`src/rtl/axi_ram_arbiter.sv`:
```
`default_nettype none
// ============================================================================
// Module      : axi_ram_arbiter
// Description : Two-master (fetch / data) round-robin arbiter that sequences
//               single-beat transactions onto the shared RAM's simplified
//               AXI channels, keeping exactly one transaction outstanding.
// Revision    : 1.0 - initial release
// ============================================================================
module axi_ram_arbiter #(
  parameter int ADDR_W = 32,
  parameter int DATA_W = 64
) (
  input  logic                clock,
  input  logic                reset,
  // fetch port (read only)
  input  logic                io_if_req,
  input  logic [ADDR_W-1:0]   io_if_addr,
  output logic                io_if_acc,
  output logic                io_if_rvalid,
  output logic [DATA_W-1:0]   io_if_rdata,
  // data port (read / write)
  input  logic                io_d_req,
  input  logic                io_d_wen,
  input  logic [ADDR_W-1:0]   io_d_addr,
  input  logic [DATA_W-1:0]   io_d_wdata,
  input  logic [DATA_W/8-1:0] io_d_wstrb,
  output logic                io_d_acc,
  output logic                io_d_rvalid,
  output logic [DATA_W-1:0]   io_d_rdata,
  // RAM read channels
  output logic [ADDR_W-1:0]   io_ram_araddr,
  output logic                io_ram_arvalid,
  input  logic                io_ram_arready,
  input  logic [DATA_W-1:0]   io_ram_rdata,
  // RAM write channels
  output logic [ADDR_W-1:0]   io_ram_awaddr,
  output logic                io_ram_awvalid,
  input  logic                io_ram_awready,
  output logic [DATA_W-1:0]   io_ram_wdata,
  output logic [DATA_W/8-1:0] io_ram_wstrb,
  output logic                io_ram_wvalid,
  input  logic                io_ram_wready,
  input  logic                io_ram_bvalid,
  // status
  output logic                io_busy
);

  localparam int STRB_W = DATA_W / 8;

  typedef enum logic [2:0] {
    IDLE    = 3'd0,
    RD_ADDR = 3'd1,
    RD_DATA = 3'd2,
    WR_REQ  = 3'd3,
    WR_RESP = 3'd4
  } state_t;

  state_t              r_state;
  state_t              w_state_nxt;
  logic                r_prio_d;    // 1: data wins a simultaneous request
  logic                r_owner_d;   // 1: current transaction belongs to data
  logic [ADDR_W-1:0]   r_addr;
  logic [DATA_W-1:0]   r_wdata;
  logic [STRB_W-1:0]   r_wstrb;
  logic                r_aw_done;
  logic                r_w_done;
  logic                r_d_ack;     // write acknowledge, one cycle after bvalid
  logic [DATA_W-1:0]   r_if_rdata;
  logic [DATA_W-1:0]   r_d_rdata;

  logic                w_grant_d;
  logic                w_grant_if;
  logic                w_aw_fire;
  logic                w_w_fire;
  logic                w_wr_sent;
  logic                w_rd_resp_if;
  logic                w_rd_resp_d;

  assign io_ram_arvalid = (r_state == RD_ADDR);
  assign io_ram_awvalid = (r_state == WR_REQ) && !r_aw_done;
  assign io_ram_wvalid  = (r_state == WR_REQ) && !r_w_done;
  assign io_ram_araddr  = r_addr;
  assign io_ram_awaddr  = r_addr;
  assign io_ram_wdata   = r_wdata;
  assign io_ram_wstrb   = r_wstrb;

  assign w_aw_fire    = io_ram_awvalid && io_ram_awready;
  assign w_w_fire     = io_ram_wvalid && io_ram_wready;
  assign w_wr_sent    = (r_aw_done || w_aw_fire) && (r_w_done || w_w_fire);
  assign w_rd_resp_if = (r_state == RD_DATA) && !r_owner_d;
  assign w_rd_resp_d  = (r_state == RD_DATA) && r_owner_d;

  // Read data is forwarded straight from the RAM on the response cycle and
  // held in a register afterwards so the outputs keep their last value.
  assign io_if_acc    = w_grant_if;
  assign io_d_acc     = w_grant_d;
  assign io_if_rvalid = w_rd_resp_if;
  assign io_d_rvalid  = w_rd_resp_d || r_d_ack;
  assign io_if_rdata  = w_rd_resp_if ? io_ram_rdata : r_if_rdata;
  assign io_d_rdata   = w_rd_resp_d ? io_ram_rdata : r_d_rdata;
  assign io_busy      = (r_state != IDLE);

  // Grant decision and next-state logic; no grant during a write-ack cycle
  always_comb begin
    w_state_nxt = r_state;
    w_grant_d   = 1'b0;
    w_grant_if  = 1'b0;
    case (r_state)
      IDLE: begin
        if (!r_d_ack) begin
          if (io_d_req && (!io_if_req || r_prio_d)) begin
            w_grant_d   = 1'b1;
            w_state_nxt = io_d_wen ? WR_REQ : RD_ADDR;
          end else if (io_if_req) begin
            w_grant_if  = 1'b1;
            w_state_nxt = RD_ADDR;
          end
        end
      end
      RD_ADDR: begin
        if (io_ram_arready) begin
          w_state_nxt = RD_DATA;
        end
      end
      RD_DATA: begin
        w_state_nxt = IDLE;
      end
      WR_REQ: begin
        if (w_wr_sent) begin
          w_state_nxt = WR_RESP;
        end
      end
      WR_RESP: begin
        if (io_ram_bvalid) begin
          w_state_nxt = IDLE;
        end
      end
      default: begin
        w_state_nxt = IDLE;
      end
    endcase
  end

  // State register
  always_ff @(posedge clock) begin
    if (reset) begin
      r_state <= IDLE;
    end else begin
      r_state <= w_state_nxt;
    end
  end

  // Request latching, priority pointer, channel done flags and response data
  always_ff @(posedge clock) begin
    if (reset) begin
      r_prio_d   <= 1'b1;
      r_owner_d  <= 1'b0;
      r_addr     <= '0;
      r_wdata    <= '0;
      r_wstrb    <= '0;
      r_aw_done  <= 1'b0;
      r_w_done   <= 1'b0;
      r_d_ack    <= 1'b0;
      r_if_rdata <= '0;
      r_d_rdata  <= '0;
    end else begin
      r_d_ack <= 1'b0;
      if (w_grant_d) begin
        r_owner_d <= 1'b1;
        r_prio_d  <= 1'b0;
        r_addr    <= io_d_addr;
        r_wdata   <= io_d_wdata;
        r_wstrb   <= io_d_wstrb;
      end else if (w_grant_if) begin
        r_owner_d <= 1'b0;
        r_prio_d  <= 1'b1;
        r_addr    <= io_if_addr;
      end
      if ((r_state == WR_REQ) && !w_wr_sent) begin
        r_aw_done <= r_aw_done || w_aw_fire;
        r_w_done  <= r_w_done || w_w_fire;
      end else begin
        r_aw_done <= 1'b0;
        r_w_done  <= 1'b0;
      end
      if (w_rd_resp_if) begin
        r_if_rdata <= io_ram_rdata;
      end
      if (w_rd_resp_d) begin
        r_d_rdata <= io_ram_rdata;
      end
      if ((r_state == WR_RESP) && io_ram_bvalid) begin
        r_d_ack   <= 1'b1;
        r_d_rdata <= '0;
      end
    end
  end

endmodule
`default_nettype wire

```
`config.mk`:
```
export PLATFORM = sky130hd
export DESIGN_NAME = axi_ram_arbiter
export DESIGN_NICKNAME = d
export VERILOG_FILES = /design/src/rtl/axi_ram_arbiter.sv
export SDC_FILE = /design/constraint.sdc
export NUM_CORES = 1
export LEC_CHECK = 0
export CAP_MARGIN = 20
export CORE_AREA = 4 4 187 189
export CTS_BUF_LIST = sky130_fd_sc_hd__clkbuf_8
export DETAILED_ROUTE_END_ITERATION = 12
export DIE_AREA = 0 0 191 193
export HOLD_SLACK_MARGIN = 0.08
export PLACE_DENSITY_LB_ADDON = 0.12
export SKIP_CTS_REPAIR_TIMING = 1
export SYNTH_ARGS = -nofsm -noshare
export SYNTH_HDL_FRONTEND = slang
export SYNTH_SLANG_ARGS = --single-unit
```
`constraint.sdc`:
```
create_clock -name clock -period 2.53 [get_ports clock]
set_input_delay 0.506 -clock clock [delete_from_list [all_inputs] [get_ports clock]]
set_output_delay 0.506 -clock clock [all_outputs]
set_load 0.005 [all_outputs]
```
==> flow_summary.html <==
<table>
<tr><th>Metric</th><th>Value</th></tr>
<tr><th colspan="2">Global routing</th></tr>
<tr><td>GRT Resource Usage Total</td><td>18.0%</td></tr>
<tr><td>GRT overflow</td><td>0</td></tr>
<tr><td>Initial antenna violation count</td><td>2</td></tr>
<tr><td>Global-route wire length before repair</td><td>51600 µm</td></tr>
<tr><td>Maximum number of pins on one net before global-route repair</td><td>74</td></tr>
<tr><td>Via count of the first global-routing pass</td><td>8559</td></tr>
<tr><th colspan="2">Detailed routing</th></tr>
<tr><td>Average vias per placed instance</td><td>4.42</td></tr>
<tr><td>Met3 wire len</td><td>3630 µm</td></tr>
<tr><td>Avg WL per Cell</td><td>18.8 µm</td></tr>
<tr><td>Met1 Wirelength</td><td>14300 µm</td></tr>
<tr><td>Detail Route Antenna Nets</td><td>0</td></tr>
<tr><td>Met2 wire len</td><td>18600 µm</td></tr>
<tr><td>Final routed DRC violation total</td><td>0</td></tr>
<tr><td>Detailed Route WL</td><td>37500 µm</td></tr>
<tr><td>Initial detailed-routing violation count</td><td>255</td></tr>
<tr><td>Top routing layer used</td><td>met5</td></tr>
<tr><td>Pre-Repair DR Iteration Count</td><td>4</td></tr>
<tr><td>Total via count in the routed design</td><td>8795</td></tr>
<tr><th colspan="2">Worst setup path</th></tr>
<tr><td>Most numerous cell on the critical path</td><td>buf_4</td></tr>
<tr><td>Worst path top cell family by delay</td><td>buffers and inverters</td></tr>
<tr><td>Required @ worst endpoint</td><td>2.02 ns</td></tr>
<tr><td>Slowest cell delay on critical path</td><td>0.35 ns</td></tr>
<tr><td>Slowest stage cell, crit path</td><td>dfxtp_4</td></tr>
<tr><td>Critical-path cell list</td><td>nor4b_4 &gt; buf_12 &gt; buf_4 &gt; clkbuf_16 &gt; buf_4 &gt; mux2_4 &gt; clkbuf_2</td></tr>
<tr><td>Data arrival time of the critical path</td><td>2.20 ns</td></tr>
<tr><td>Startpoint types</td><td>register</td></tr>
<tr><td>Total buffers and inverters traversed by the critical path</td><td>5</td></tr>
<tr><td>Crit Path Class</td><td>reg -&gt; out</td></tr>
<tr><td>Critical path endpoint category</td><td>output port</td></tr>
<tr><td>Worst-path fanout max</td><td>6</td></tr>
<tr><th colspan="2">STA</th></tr>
<tr><td>Max Freq</td><td>369 MHz</td></tr>
<tr><td>Max Clock Skew</td><td>0.0164 ns</td></tr>
<tr><td>Count of final max-slew check failures</td><td>0</td></tr>
<tr><td>Tcrit/Tclk final</td><td>107%</td></tr>
<tr><td>Final-layout worst hold slack</td><td>0.335 ns</td></tr>
<tr><td>Total of endpoints with negative setup slack in the final report</td><td>123</td></tr>
<tr><td>Relative slew slack</td><td>42.7%</td></tr>
<tr><td>Min Clock Period, post-route</td><td>2.71 ns</td></tr>
<tr><td>Final setup margin</td><td>-0.177 ns</td></tr>
<tr><td>Measured slew at the worst slew-check pin</td><td>0.860 ns</td></tr>
<tr><td>RSZ-0062 raised after global routing</td><td>true</td></tr>
<tr><td>Final sum of negative setup slack</td><td>-10.73 ns</td></tr>
<tr><td>Final Hold Viols</td><td>0</td></tr>
<tr><th colspan="2">CTS</th></tr>
<tr><td>Clk sink count</td><td>240</td></tr>
<tr><td>TritonCTS clock tree</td><td>done</td></tr>
<tr><td>CTS clk-pin slew, worst paths</td><td>0.05 ns</td></tr>
<tr><td>Htree depth</td><td>2</td></tr>
<tr><td>CTS root buf</td><td>clkbuf_8</td></tr>
<tr><td>Number of buffers inserted during clock tree synthesis</td><td>45</td></tr>
<tr><td>Clock latency of the later-clocked register in the worst-skew pair</td><td>0.54 ns</td></tr>
<tr><td>Clock Tree Buf Depth</td><td>3</td></tr>
<tr><th colspan="2">Synthesis</th></tr>
<tr><td>Netlist area before placement</td><td>9700 µm²</td></tr>
<tr><td>Mapped Cells</td><td>980</td></tr>
<tr><td>Count of unique library cells instantiated by Yosys</td><td>33</td></tr>
<tr><td>Post-synth top area cell</td><td>dfxtp_1</td></tr>
<tr><td>Syn avg cell area</td><td>9.90 µm²</td></tr>
<tr><td>Cell types occupying the most area after synthesis</td><td>dfxtp_1 (50%), mux2_2 (15%), nor2b_1 (8.3%)</td></tr>
<tr><td>Register bit count reported by yosys</td><td>240</td></tr>
<tr><td>Synth Warn #</td><td>0</td></tr>
<tr><td>Mapped Nets</td><td>1189</td></tr>
<tr><td>Part of the Yosys area used for sequential elements</td><td>49.5%</td></tr>
<tr><td>Area fraction of the dominant cell type after synthesis</td><td>49.5%</td></tr>
<tr><th colspan="2">Layout</th></tr>
<tr><td>Area used by multi-input combinational logic</td><td>4600 µm²</td></tr>
<tr><td>Core utilization of the finished layout</td><td>50.7%</td></tr>
<tr><td>Filler cells</td><td>3143</td></tr>
<tr><td>Storage element area</td><td>4820 µm²</td></tr>
<tr><td>Net total in the final layout</td><td>1721</td></tr>
<tr><td>Fraction of layout instances using a drive strength above 1</td><td>26.5%</td></tr>
<tr><td>Area growth syn-to-layout</td><td>74.1%</td></tr>
<tr><th colspan="2">Die</th></tr>
<tr><td>Floorplan die height</td><td>193 µm</td></tr>
<tr><td>Chip Width</td><td>191 µm</td></tr>
<tr><td>Top-level I/O count</td><td>481</td></tr>
<tr><td>Number of core rows</td><td>67</td></tr>
<tr><td>Core Region</td><td>33300 µm²</td></tr>
<tr><td>Area of the die</td><td>36900 µm²</td></tr>
<tr><td>Initial core utilization</td><td>29.1%</td></tr>
<tr><th colspan="2">Pwr</th></tr>
<tr><td>Post-layout total power</td><td>10800 µW</td></tr>
<tr><td>Static leakage</td><td>0.00759 µW</td></tr>
<tr><td>Worst voltage drop across the vdd grid</td><td>0.399 mV</td></tr>
<tr><td>Power density of the placed cells</td><td>638 nW/µm²</td></tr>
<tr><th colspan="2">Run status</th></tr>
<tr><td>Run status</td><td>complete, but fails checks</td></tr>
<tr><td>Violations in the final reports</td><td>setup timing</td></tr>
<tr><th colspan="2">Placement</th></tr>
<tr><td>Post-DP HPWL</td><td>26000 µm</td></tr>
<tr><td># port buffers</td><td>480</td></tr>
<tr><td>Placer's final routability congestion estimate</td><td>0.801</td></tr>
<tr><td>DP Worst Slack</td><td>0.102 ns</td></tr>
<tr><th colspan="2">Flow run</th></tr>
<tr><td>MaxCap Viol Count</td><td>0</td></tr>
<tr><th colspan="2">Min path</th></tr>
<tr><td>Min-Delay Path Class</td><td>in -&gt; reg</td></tr>
</table>
cell usage after synthesis (all sizes together):
master / instances
nor2b: 128
nand3: 2
o21bai: 1
nor2: 34
inv: 10
or3: 1
nor4b: 1
a21boi: 1
mux2i: 25
nor3: 2
nand2: 149
nand2b: 29
and2: 2
nor4: 2
clkbuf: 31
nand3b: 2
and4bb: 1
or2: 3
a31oi: 1
a211oi: 28
o32ai: 7
o311ai: 1
buf: 70
a22oi: 7
a21oi: 74
dfxtp: 240
mux2: 128
through the flow:
step,instance area (µm²),std cells
after CTS,15700,1916
final,16900,1991
after detailed placement,14800,1840
after global placement,14800,1840
after global routing,16900,1990
after floorplan,9700,980
final cells by class:
type | instances | area share (%)
sequential | 240 | 28.5
inverter | 10 | 0.237
antenna | 2 | 0.0296
clock inverter | 21 | 0.556
tap | 448 | 3.32
multi-input combinational | 629 | 27.3
timing repair buffer | 586 | 35.6
clock buffer | 55 | 4.48
metal layers:
metal	vias to the layer above	GRT usage, %
li1	4291	-
met1	4116	19.0
met2	321	32.5
met3	65	7.47
met4	2	5.86
met5	-	0
sequential cells by signal, summed over array words and instances, names as in the netlist:
signal / count
r_d_ack: 1
io_ram_wdata: 64
r_d_rdata: 64
io_ram_araddr: 32
r_state: 3
io_ram_wstrb: 8
r_w_done: 1
r_aw_done: 1
r_if_rdata: 64
r_prio_d: 1
r_owner_d: 1
logic make-up (layout without fill, tap and decap cells):
| logic type | Yosys count | count (layout) | share of synthesized area (%) |
|---|---|---|---|
| and+or+nand+nor | 356 | 356 | 18.7 |
| AOI/OAI and AO/OA | 120 | 120 | 7.47 |
| DFF | 240 | 240 | 49.5 |
| other | 0 | 2 | 0 |
| muxes | 153 | 153 | 17.4 |
| buffers and inverters | 111 | 672 | 6.85 |
worst paths after layout:
| check | endpoint | slack, ns | depth (start not counted) | start |
|---|---|---|---|---|
| min reg2reg | io_ram_wdata[7] | 0.45 | 2 | io_ram_wdata[7] |
| max | io_if_rdata[29] | -0.18 | 7 | r_state[0] |
| max reg2reg | io_ram_wdata[39] | 0.49 | 8 | r_state[0] |
| min | r_if_rdata[50] | 0.33 | 2 | reset |
where the power goes:
group / leakage (µW) / switching (µW) / internal, µW
logic: 0.00514 / 1160 / 1790
registers: 0.00196 / 182 / 4090
clock network: 0.000488 / 1610 / 1950
total: 0.00759 / 2950 / 7820
cells in the final DEF, fill, tap and decap left out, types with 5 or more instances in the layout:
cell and instances:
a211oi_1 28, a21oi_1 74, clkbuf_2 36, a22oi_1 7, clkbuf_8 55, nor2_1 33
buf_12 12, dlymetal6s2s_1 40, nor2b_1 128, mux2_4 92, o32ai_1 7, clkbuf_16 5
buf_4 53, clkdlybuf4s50_1 343, nand2_1 149, buf_8 7, nand2b_1 28, buf_6 88
dfxtp_1 236, inv_1 24, mux2_2 36, mux2i_1 25
Note: power is estimated with default switching activity, not from simulation.
